===== config.mk =====
export PLATFORM = sky130hd
export DESIGN_NAME = router_pkt_ctrl
export DESIGN_NICKNAME = d
export VERILOG_FILES = /design/src/rtl/router_pkt_ctrl.sv
export SDC_FILE = /design/constraint.sdc
export NUM_CORES = 1
export LEC_CHECK = 0
export ABC_AREA = 1
export CORE_MARGIN = 2
export CORE_UTILIZATION = 35
export CTS_BUF_LIST = sky130_fd_sc_hd__clkbuf_4 sky130_fd_sc_hd__clkbuf_8
export CTS_CLUSTER_DIAMETER = 100
export DETAILED_ROUTE_END_ITERATION = 6
export PLACE_DENSITY = 0.75
export SYNTH_ARGS = -nofsm -noshare
export SYNTH_HDL_FRONTEND = slang
export SYNTH_SLANG_ARGS = --single-unit

===== constraint.sdc =====
create_clock -name clock -period 1.7 [get_ports clock]
set_clock_uncertainty 0.05 [all_clocks]
set_input_delay 0.255 -clock clock [delete_from_list [all_inputs] [get_ports clock]]
set_output_delay 0.255 -clock clock [all_outputs]
set_load 0.02 [all_outputs]

===== src/rtl/router_pkt_ctrl.sv =====
// Packet-sequencing FSM for the 1x3 router: header decode, FIFO write enables, full stalls.
// Define ROUTER_SOFT_RST_EN to build the per-FIFO read watchdogs and their packet-abort path.
module router_pkt_ctrl #(
    parameter int TIMEOUT = 30,
    parameter int CNT_W   = 5
) (
    input  logic       clock,
    input  logic       reset,
    input  logic       pkt_valid,
    input  logic [7:0] data_in,
    input  logic       parity_done,
    input  logic       low_pkt_valid,
    input  logic [2:0] fifo_full,
    input  logic [2:0] fifo_empty,
    input  logic [2:0] read_enb,
    output logic [2:0] write_enb,
    output logic       detect_add,
    output logic       lfd_state,
    output logic       ld_state,
    output logic       laf_state,
    output logic       full_state,
    output logic       rst_int_reg,
    output logic       busy,
    output logic [2:0] soft_reset
);

    typedef enum logic [2:0] {
        DECODE_ADDRESS,
        LOAD_FIRST_DATA,
        LOAD_DATA,
        LOAD_PARITY,
        FIFO_FULL_STATE,
        LOAD_AFTER_FULL,
        WAIT_TILL_EMPTY,
        CHECK_PARITY_ERROR
    } state_t;

    state_t     state_q, state_d;
    logic [1:0] addr_q, addr_d;
    logic [1:0] sel_idx;
    logic [3:0] empty_pad, full_pad;
    logic       empty_sel, full_sel;
    logic       hdr_valid;
    logic       abort;
    logic       wr_en;
    logic       unused_hdr;

    // Only the two address bits of the header matter here; length is handled downstream.
    assign unused_hdr = ^data_in[7:2];
    assign hdr_valid  = pkt_valid && (data_in[1:0] != 2'd3);

    // Flags are padded so that address 3 selects a harmless zero instead of running off the end.
    assign sel_idx   = (state_q == DECODE_ADDRESS) ? data_in[1:0] : addr_q;
    assign empty_pad = {1'b0, fifo_empty};
    assign full_pad  = {1'b0, fifo_full};
    assign empty_sel = empty_pad[sel_idx];
    assign full_sel  = full_pad[sel_idx];

`ifdef ROUTER_SOFT_RST_EN
    logic [CNT_W-1:0] cnt_q [3];
    logic [CNT_W-1:0] cnt_d [3];
    logic [2:0]       soft_reset_q, soft_reset_d;
    logic [3:0]       sr_pad;

    always_comb begin
        soft_reset_d = 3'b000;
        for (int i = 0; i < 3; i++) begin
            cnt_d[i] = cnt_q[i] + CNT_W'(1);
            if (fifo_empty[i] || read_enb[i]) begin
                cnt_d[i] = '0;
            end else if (cnt_q[i] == CNT_W'(TIMEOUT - 1)) begin
                cnt_d[i]        = '0;
                soft_reset_d[i] = 1'b1;
            end
        end
    end

    always_ff @(posedge clock) begin
        if (reset) begin
            for (int i = 0; i < 3; i++) begin
                cnt_q[i] <= '0;
            end
            soft_reset_q <= 3'b000;
        end else begin
            for (int i = 0; i < 3; i++) begin
                cnt_q[i] <= cnt_d[i];
            end
            soft_reset_q <= soft_reset_d;
        end
    end

    // A timeout on the FIFO this packet targets drops the packet; idle decode is never aborted.
    assign sr_pad     = {1'b0, soft_reset_q};
    assign abort      = sr_pad[addr_q] && (state_q != DECODE_ADDRESS);
    assign soft_reset = soft_reset_q;
`else
    localparam int unused_cfg = TIMEOUT + CNT_W;
    logic [2:0] unused_rd;

    assign unused_rd  = read_enb;
    assign abort      = 1'b0;
    assign soft_reset = 3'b000;
`endif

    always_ff @(posedge clock) begin
        if (reset) begin
            state_q <= DECODE_ADDRESS;
            addr_q  <= 2'd0;
        end else begin
            state_q <= state_d;
            addr_q  <= addr_d;
        end
    end

    always_comb begin
        state_d = state_q;
        addr_d  = addr_q;
        if ((state_q == DECODE_ADDRESS) && hdr_valid) begin
            addr_d = data_in[1:0];
        end
        if (abort) begin
            state_d = DECODE_ADDRESS;
        end else begin
            case (state_q)
                DECODE_ADDRESS: begin
                    if (hdr_valid) begin
                        state_d = empty_sel ? LOAD_FIRST_DATA : WAIT_TILL_EMPTY;
                    end
                end
                WAIT_TILL_EMPTY: begin
                    if (empty_sel) state_d = LOAD_FIRST_DATA;
                end
                LOAD_FIRST_DATA: state_d = LOAD_DATA;
                LOAD_DATA: begin
                    if (full_sel)        state_d = FIFO_FULL_STATE;
                    else if (!pkt_valid) state_d = LOAD_PARITY;
                end
                FIFO_FULL_STATE: begin
                    if (!full_sel) state_d = LOAD_AFTER_FULL;
                end
                LOAD_AFTER_FULL: begin
                    if (parity_done)        state_d = DECODE_ADDRESS;
                    else if (low_pkt_valid) state_d = LOAD_PARITY;
                    else                    state_d = LOAD_DATA;
                end
                LOAD_PARITY: state_d = CHECK_PARITY_ERROR;
                CHECK_PARITY_ERROR: begin
                    state_d = full_sel ? FIFO_FULL_STATE : DECODE_ADDRESS;
                end
                default: state_d = DECODE_ADDRESS;
            endcase
        end
    end

    assign detect_add  = (state_q == DECODE_ADDRESS);
    assign lfd_state   = (state_q == LOAD_FIRST_DATA);
    assign ld_state    = (state_q == LOAD_DATA);
    assign laf_state   = (state_q == LOAD_AFTER_FULL);
    assign full_state  = (state_q == FIFO_FULL_STATE);
    assign rst_int_reg = (state_q == CHECK_PARITY_ERROR);
    assign busy        = !((state_q == DECODE_ADDRESS) || (state_q == LOAD_DATA));

    assign wr_en     = lfd_state || ld_state || laf_state || (state_q == LOAD_PARITY);
    assign write_enb = wr_en ? (3'b001 << addr_q) : 3'b000;

endmodule


After elaboration in Yosys (flattened, before gate mapping)
Index checks and enable logic that the tools add are counted.

storage, ports and cells
  latch bits = 0
  bits in registers = 5
  bits in writable memories = 0
  word-level logic and storage cells = 41
  bits in read-only memories = 0
  output and inout port bits = 13
  memories kept = 0

cells by class
  reduce and logical (&&, ||, !) cells = 9
  $lt $le $gt $ge = 1
  bitwise operators = 0
  multipliers = 0
  muxes and demuxes = 16
  eq/ne operators = 12
  shift operators = 1
  divide/modulo/power cells = 0
  $add $sub $neg = 0

operator list
  kind                                                         number
  two-way mux 3 bit                                            8
  one-hot mux 3 bit (8 select lines)                           1
  == test 3 bit (second input constant)                        4
  == test 3 x 2 -> 1 bit (second input constant)               2
  inequality test 2 bit (second input constant)                3
  binary-select mux 1 bit (select 2 bit)                       2
  logical OR 1 bit                                             4
  two-way mux 2 bit                                            2
  AND reduction 4 bit                                          1
  == test 3 x 1 -> 1 bit (second input constant)               1
  zero test 3 bit                                              1
  less-than comparator 2 x 3 -> 1 bit (second input constant)  1
  two-way mux 1 bit                                            3
  inequality test 3 x 2 -> 1 bit (second input constant)       1
  left shift 1 x 2 -> 3 bit (first input constant)             1
  logical AND 1 bit                                            2
  inequality test 2 x 1 -> 1 bit (second input constant)       1
  zero test 1 bit                                              1

Depth between registers and ports, before layout
Gate-level depths: netlist of the first run.

  depth after elaboration = 7
  mapped depth = 11
  mapped depth without buffers = 11

Least setup slack after synthesis of the first run
No wires, ideal clock.

  path kind = reg-to-output
  from = register state_q[1]
  to = output write_enb[0]
  setup slack = 0.200 ns
  stages on the path, launching flop included = 5
  required time = 1.395 ns
  arrival time = 1.195 ns
  path buffers = 0
  cells stage by stage = dfxtp_1 > inv_1 > nor2_1 > a21oi_1 > nor3_1

on the way
  word-level cells in the longest chain between the ends = 5
  elaborated cells on any way between the ends = 8
  classes of those cells = eq/ne: 4; mux: 1; reduce/logical: 3

RTL lines
  what                                                                     RTL line  RTL
  start: declaration                                                       38        state_t state_q, state_d;
  start signal: assignment                                                 110       state_q <= state_d;
  == test 3 x 1 -> 1 bit / == test 3 x 2 -> 1 bit (equally long branches)  156, 157
  logical OR 1 bit (2 in a row)                                            163       assign wr_en = lfd_state || ld_state || laf_state || (state_q == LOAD_PARITY);
  logical OR 1 bit *                                                       163
  two-way mux 3 bit *                                                      164       assign write_enb = wr_en ? (3'b001 << addr_q) : 3'b000;
  end: declaration                                                         16        output logic [2:0] write_enb,

Mark *: on every way between the ends. The rest lies on a longest branch, timed or not.

Worst setup path after layout of the first run
  from = register state_q[1]
  to = register state_q[2]

on the way
  word-level cells in the longest chain between the ends = 7
  elaborated cells on any way between the ends = 23
  classes of those cells = eq/ne: 11; mux: 10; reduce/logical: 2

RTL lines
  what                                     RTL line  RTL
  zero test 3 bit                          53, 124
  two-way mux 2 bit                        53        assign sel_idx = (state_q == DECODE_ADDRESS) ? data_in[1:0] : addr_q;
  binary-select mux 1 bit (select 2 bit)   56        assign empty_sel = empty_pad[sel_idx];
  two-way mux 1 bit (implied by the code)  56
  two-way mux 3 bit                        127       state_d = empty_sel ? LOAD_FIRST_DATA : WAIT_TILL_EMPTY;
  two-way mux 3 bit                        126       if (hdr_valid) begin
  one-hot mux 3 bit (8 select lines)       124       case (state_q)

Parallel ways exist; a longest one is shown, timed or not. The select of a mux whose other input is x is not followed.
A chain may end at the register's enable or synchronous reset.

==> results of run 1 <==
logic make-up after synthesis:
group | after synthesis | synth area share
buffers and inverters | 22 | 0.1614
flip-flops | 5 | 0.1677
other | 1 | 0.006283
AO/OA/AOI/OAI | 14 | 0.1258
AND/OR/NAND/NOR | 61 | 0.5388
worst max-delay path, stage by stage, from the launching register on:
cell and delay, ps:
dfxtp_1 300, buf_4 150, nor2_4 150, nand2_4 110, nand2_2 80, nand2_2 60
nand2_1 60, nand3_1 110, nand3_1 140, nand2_1 60, a21oi_1 140, a21oi_1 90
per-layer routing:
| layer | GRT usage | up-vias | share of wire |
|---|---|---|---|
| met5 | 0 | - | 0 |
| met4 | 0.07059 | 0 | 0 |
| met3 | 0.01200 | 0 | 0.024 |
| met2 | 0.3200 | 15 | 0.50 |
| met1 | 0.2282 | 328 | 0.47 |
| li1 | - | 399 | - |
final timing paths:
check                           slack [ps]               startpoint                      end  cells after the start
worst min register to register         550   addr_q[1]$_SDFFE_PP0P_   addr_q[1]$_SDFFE_PP0P_                      2
worst min-delay path                   530                    reset  state_q[0]$_SDFFE_PP0P_                      2
worst max register to register          90  state_q[1]$_SDFFE_PP0P_  state_q[2]$_SDFFE_PP0P_                     11
worst max-delay path                    90  state_q[1]$_SDFFE_PP0P_  state_q[2]$_SDFFE_PP0P_                     11
registers in the layout, indices dropped and copies added, names as in the netlist:
name     count
addr_q       2
state_q      3
stage by stage:
stage / instances / util / setup slack [ps] / hold slack [ps]
after CTS: 154 / 0.5907 / 18.00 / 544.0
after detailed placement: 150 / 0.5754 / -61.16 / 533.7
final: 154 / 0.5883 / 94.95 / 534.7
after floorplan: 105 / - / 199.5 / 274.1
after global placement: 150 / 0.5754 / -68.35 / 528.6
after global routing: 154 / 0.5883 / -67.94 / 557.8
final cells by class:
cell class,count,area [µm²],area share
Clock buffer,4,30.03,0.03274
Inverter,19,73.82,0.08049
Multi-Input combinational cell,78,426.7,0.4652
Sequential cell,5,102.6,0.1119
Tap cell,16,20.02,0.02183
Timing Repair Buffer,32,264.0,0.2879
cell usage in the layout (no fill, tap or decap), drive strengths merged:
cell,synthesis,routed
nor2,10,10
o211ai,2,2
a21oi,10,10
conb,1,3
nand2,23,23
nor3,5,5
clkbuf,0,9
dfxtp,5,5
clkdlybuf4s50,0,12
buf,3,10
nand3,23,23
inv,19,19
dlygate4sd2,0,5
o21ai,2,2
power groups by stage:
stage	clock [W]	combinational, W	sequential [W]
after floorplan	0	0.000655	0.000204
after global placement	0	0.00102	0.000202
after detailed placement	0	0.00103	0.000203
after CTS	0.000156	0.000991	0.000206
after global routing	0.000167	0.00114	0.000213
final	0.000147	0.00101	0.000208
timing repair:
| action | 4_1_cts | 5_1_grt |
|---|---|---|
| setup buffers | 0 | 0 |
| endpoints found under the setup margin | 10 | 8 |
| resized for setup | 13 | 17 |
| hold buffers | 0 | 0 |
| pin swaps | 0 | 3 |
| hold endpoints to repair | 0 | 0 |
==> flow_metrics.py, run 1 <==
metrics = {
    "pwr": {
        "p_leak_nw": 0.4868,
        "fin_total_pwr_w": 0.001369,
        "peakVddDrop_v": 0.0007243,
        "power_frac_seq": 0.152,
        "power.clock.fraction": 0.108,
        "power.density_cell_area_nw_per_um2": 1493,
        "power_switching_share": 0.5112,
        "internal_power_w": 0.0006693,
        "switchingPower_w": 0.0006999,
        "comb_power_share": 0.741,
    },
    "grt": {
        "first_pass_grt_wire_length_um": 2780,
        "antenna_violations_before_repair": 0,
        "grt_use_total": 0.1816,
        "grt_max_degree": 11,
        "vias_in_the_first_global_route": 731,
        "global_route.overflow_total": 0,
    },
    "floorplan": {
        "num_rows": 14,
        "starting_density": 0.3828,
        "top_level_ports": 35,
        "die-area_um2": 2052,
        "die_h_um": 45.30,
        "core_area_um2": 1559,
        "die_x_um": 45.30,
    },
    "yosys": {
        "synthDominantCellAreaShare": 0.1677,
        "synth_cells": 103,
        "synth.top_cells.by_count": "19 x nand3_1, 17 x inv_1, 16 x nand2_1",
        "synth.largest_area_cell": "dfxtp_1",
        "edff_count_synth": 0,
        "synth-warning-count": 0,
        "netlist-cell-type-count": 17,
        "post-synth-top-count-cell": "nand3_1",
        "synth_area_leaders": "dfxtp_1 17%, nand3_1 16%, inv_1 11%",
        "yosysSeqAreaShare": 0.1677,
        "synthesis.area_per_instance_um2": 5.794,
        "dominantRegCellSynth": "dfxtp_1",
        "syn-cell-area_um2": 596.8,
        "synth.ff_latch_count": 5,
        "asyncSetResetFlopFracSynth": 0,
    },
    "timing": {
        "finalHoldViolCount": 0,
        "achievable_freq_mhz": 623.0,
        "timing.final.max_slew_violations": 0,
        "setup_tns_final_ps": 0,
        "finalSetupViolCount": 0,
        "post-route-period-util": 0.9441,
        "rsz0062_at_grt": "yes",
        "final_period_minus_worst_setup_slack_ps": 1605,
    },
    "detailed_routing": {
        "firstDrtPassIters": 4,
        "drtAntennaViolNets": 0,
        "vias": 742,
        "avgViaCountPerCell": 4.818,
        "detail_route.drc_violations": 0,
        "wirelength_um": 1630,
        "dr.first_iter.drc_count": 9,
        "wire_per_inst_um": 10.58,
    },
    "clocking": {
        "clock_sink_count": 5,
        "clock_latency_ps": 230,
        "numCtsBuffers": 3,
        "worst_setup_hold_path_clk_slew_ps": 40,
        "tritoncts_clock_tree": "built",
        "clockRootBuffer": "clkbuf_4",
        "clockBufferDepth": 2,
        "cts-htree-levels": 1,
    },
    "status": {
        "outcome": "finished, final reports clean",
    },
    "critical_path": {
        "timing.setup.critical_path_class": "flop to flop",
        "cp_data_arrival_time_ps": 1670,
        "worst_setup_path_end_kind": "flop",
        "critical_path_required_ps": 1760,
        "crit_path_start_kind": "flop",
        "cp_max_fo": 6,
    },
    "cells_and_area": {
        "fill_cells": 153,
        "num-nets-final": 161,
        "flow.area_growth_from_synthesis_pct": 53.67,
        "antenna_cells_inserted": 0,
        "layout-drive-gt1-share": 0.2899,
        "post-route-cell-area_um2": 917.1,
    },
    "flow_run": {
        "max-cap-violations": 0,
    },
    "placed_design": {
        "place_area_um2": 897.1,
        "numPortBuffers": 22,
        "routabilityCongestion": 0.8402,
        "dpl.hpwl_um": 1395,
    },
    "hold_path": {
        "holdCritPathClass": "input pin to flop",
    },
}
No activity file was read; power rests on OpenSTA's default activity.
==> run 2, diff against run 1 <==
- CORE_UTILIZATION: 35 -> 38
- PLACE_DENSITY: 0.75 -> 0.81
- SKIP_LAST_GASP: default -> 1
- clock period: 1.7 -> 1.55 ns (I/O delays scaled with it)
==> run 2 against run 1 <==
Net effect:
- the run now ends with negative setup slack left
- cell area grew 17%
- register-to-register slack lost 160 ps
- combinational power grew 43%
- worst hold slack gained 4.4 ps
- power grew 35%
- sequential power grew 15%
==> flow_metrics.py, run 2 (synthesis gave the netlist of run 1 again) <==
metrics = {
    "grt": {
        "grt_max_degree": 8,
        "global_route.peak_usage_layer": "met2",
        "vias_in_the_first_global_route": 783,
        "global_routing_usage_on_met3": 0.04167,
        "global_route.overflow_total": 0,
        "first_pass_grt_wire_length_um": 3015,
        "use_met2": 0.3765,
        "grt_use_total": 0.2119,
        "antenna_violations_before_repair": 0,
        "use_met1": 0.2228,
    },
    "floorplan": {
        "starting_density": 0.4008,
        "die_x_um": 43.63,
        "top_level_ports": 35,
        "num_rows": 14,
        "core_area_um2": 1489,
        "die-area_um2": 1904,
        "die_h_um": 43.63,
    },
    "clocking": {
        "numCtsBuffers": 3,
        "clockRootBuffer": "clkbuf_4",
        "cts-htree-levels": 1,
        "clock_latency_ps": 240,
        "tritoncts_clock_tree": "built",
        "worst_setup_hold_path_clk_slew_ps": 40,
        "clock_sink_count": 5,
        "clockBufferDepth": 2,
        "hold_buffers": 0,
    },
    "critical_path": {
        "r2r_start": "state_q[1]$_SDFFE_PP0P_",
        "cp_data_arrival_time_ps": 1690,
        "critical_path_required_ps": 1630,
        "worstSetupStartpoint": "state_q[1]$_SDFFE_PP0P_",
        "crit_path_start_kind": "flop",
        "worst_setup_path_end_kind": "flop",
        "cp_max_fo": 4,
        "capture_instance_of_the_worst_register_to_register_path": "state_q[1]$_SDFFE_PP0P_",
        "r2r_setup_slack_ps": -70,
        "timing.setup.critical_path_class": "flop to flop",
        "ff2ff_path_depth": 11,
        "endpoint": "state_q[1]$_SDFFE_PP0P_",
    },
    "timing": {
        "finalWorstSetupSlack_ps": -68.88,
        "hold_slack_ps": 539.1,
        "rsz0062_at_grt": "yes",
        "post-route-period-util": 1.044,
        "final_period_minus_worst_setup_slack_ps": 1619,
        "finalHoldViolCount": 0,
        "achievable_freq_mhz": 617.7,
        "finalSetupViolCount": 3,
        "timing.final.max_slew_violations": 0,
    },
    "flow_run": {
        "max-cap-violations": 0,
    },
    "detailed_routing": {
        "firstDrtPassIters": 4,
        "wire_per_inst_um": 13.11,
        "dr.first_iter.drc_count": 14,
        "wirelength_um": 2071,
        "vias": 842,
        "drtAntennaViolNets": 0,
        "detail_route.drc_violations": 0,
        "avgViaCountPerCell": 5.329,
    },
    "cells_and_area": {
        "largest_reg_flops": 3,
        "antenna_cells_inserted": 0,
        "most_frequent_standard_cell_in_the_layout_excluding_fill_and_tap_cells": "inv_1",
        "layout-drive-gt1-share": 0.4648,
        "post-route-cell-area_um2": 1074,
        "num-nets-final": 165,
        "reg.largest.list": "state_q: 3 flops, addr_q: 2 flops",
        "flow.area_growth_from_synthesis_pct": 79.87,
        "final_cell_mix": "17 x inv_1, 12 x clkdlybuf4s50_1, 12 x buf_4, 11 x nand2_1, 10 x nand3_2",
        "top_register": "state_q",
    },
    "pwr": {
        "power.density_cell_area_nw_per_um2": 1721,
        "peakVddDrop_v": 0.0009990,
        "p_leak_nw": 0.5321,
    },
    "placed_design": {
        "numPortBuffers": 22,
        "place_area_um2": 912.1,
        "dpl.hpwl_um": 1351,
        "routabilityCongestion": 0.8065,
    },
    "status": {
        "outcome": "finished, violations left",
        "violated_checks": "negative setup slack",
    },
    "hold_path": {
        "holdCritPathClass": "input pin to flop",
    },
}
==> run 2: cell types whose count changed in the layout (fill, tap and decap cells not counted), moves of 3 or more <==
| cell | delta |
|---|---|
| nand2_4 | +3 |
| nand3_4 | +6 |
| nand2_1 | -3 |
| buf_2 | +5 |
| nand3_2 | +5 |
| nand3_1 | -11 |
| dlygate4sd2_1 | -4 |
==> run 2: worst max-delay path: stages, from the launching register on <==
cell     delay [ps]
dfxtp_2         320
buf_6           120
nor2_4          130
buf_6           150
nand3_2          80
nand2_2         110
nand3_4         110
nand3_4         100
buf_4           120
nand3_1          70
nand2_1          90
a21oi_2          60
==> run 2: final cells by class <==
| type | count | area (µm²) |
|---|---|---|
| multi-input combinational | 78 | 559.3 |
| inverter | 19 | 73.82 |
| tap | 16 | 20.02 |
| sequential | 5 | 103.9 |
| clock buffer | 4 | 30.03 |
| fill | 115 | 415.4 |
| timing repair buffer | 36 | 286.5 |
==> run 2: metrics by stage <==
step | setup TNS [ps] | setup WS, ps | std cells | util | power (W)
finish | -175.3 | -68.88 | 158 | 0.7210 | 0.001847
global route | -551.2 | -162.0 | 158 | 0.7210 | 0.001997
CTS | -114.4 | -73.91 | 158 | 0.6824 | 0.001650
detailed placement | -1332 | -208.7 | 152 | 0.6126 | 0.001369
global placement | -1060 | -181.3 | 152 | 0.6126 | 0.001343
floorplan | 0 | 72.02 | 105 | - | 0.0009427
==> run 2: report_power, final <==
group / switching (W) / total [W] / internal [W]
clock network: 0.0000496 / 0.000164 / 0.000115
registers: 0.0000656 / 0.000240 / 0.000175
logic: 0.000874 / 0.00144 / 0.000569
total: 0.000989 / 0.00185 / 0.000858
==> run 2: worst min-delay path by stage <==
stage | startpoint | to | slack [ps] | cells past startpoint
2_1_floorplan | reset | state_q[1]$_SDFFE_PP0P_ | 250 | 1
3_3_place_gp | addr_q[0]$_SDFFE_PP0P_ | addr_q[0]$_SDFFE_PP0P_ | 530 | 2
3_5_place_dp | addr_q[0]$_SDFFE_PP0P_ | addr_q[0]$_SDFFE_PP0P_ | 560 | 2
4_1_cts | reset | state_q[0]$_SDFFE_PP0P_ | 530 | 2
5_1_grt | reset | state_q[1]$_SDFFE_PP0P_ | 530 | 2
6_report | reset | state_q[1]$_SDFFE_PP0P_ | 540 | 2
==> run 2: what timing repair did <==
| action | CTS | global route |
|---|---|---|
| gates resized for setup | 45 | 28 |
| pin swaps | 16 | 11 |
| setup endpoints to repair | 13 | 12 |
| setup buffers | 2 | 0 |
==> run 2: routing by layer <==
| layer | wire length, µm | vias up | share of wire |
|---|---|---|---|
| met4 | 38 | 0 | 0.018 |
| met1 | 853 | 402 | 0.41 |
| li1 | - | 412 | - |
| met2 | 1116 | 22 | 0.54 |
| met3 | 64 | 6 | 0.031 |
| met5 | 0 | - | 0 |
==> run 3, diff against run 2 <==
- ABC_CLOCK_PERIOD_IN_PS: default -> 1550
==> results of run 3 <==
No change in the layout: final DEF, timing and power equal those of run 2.
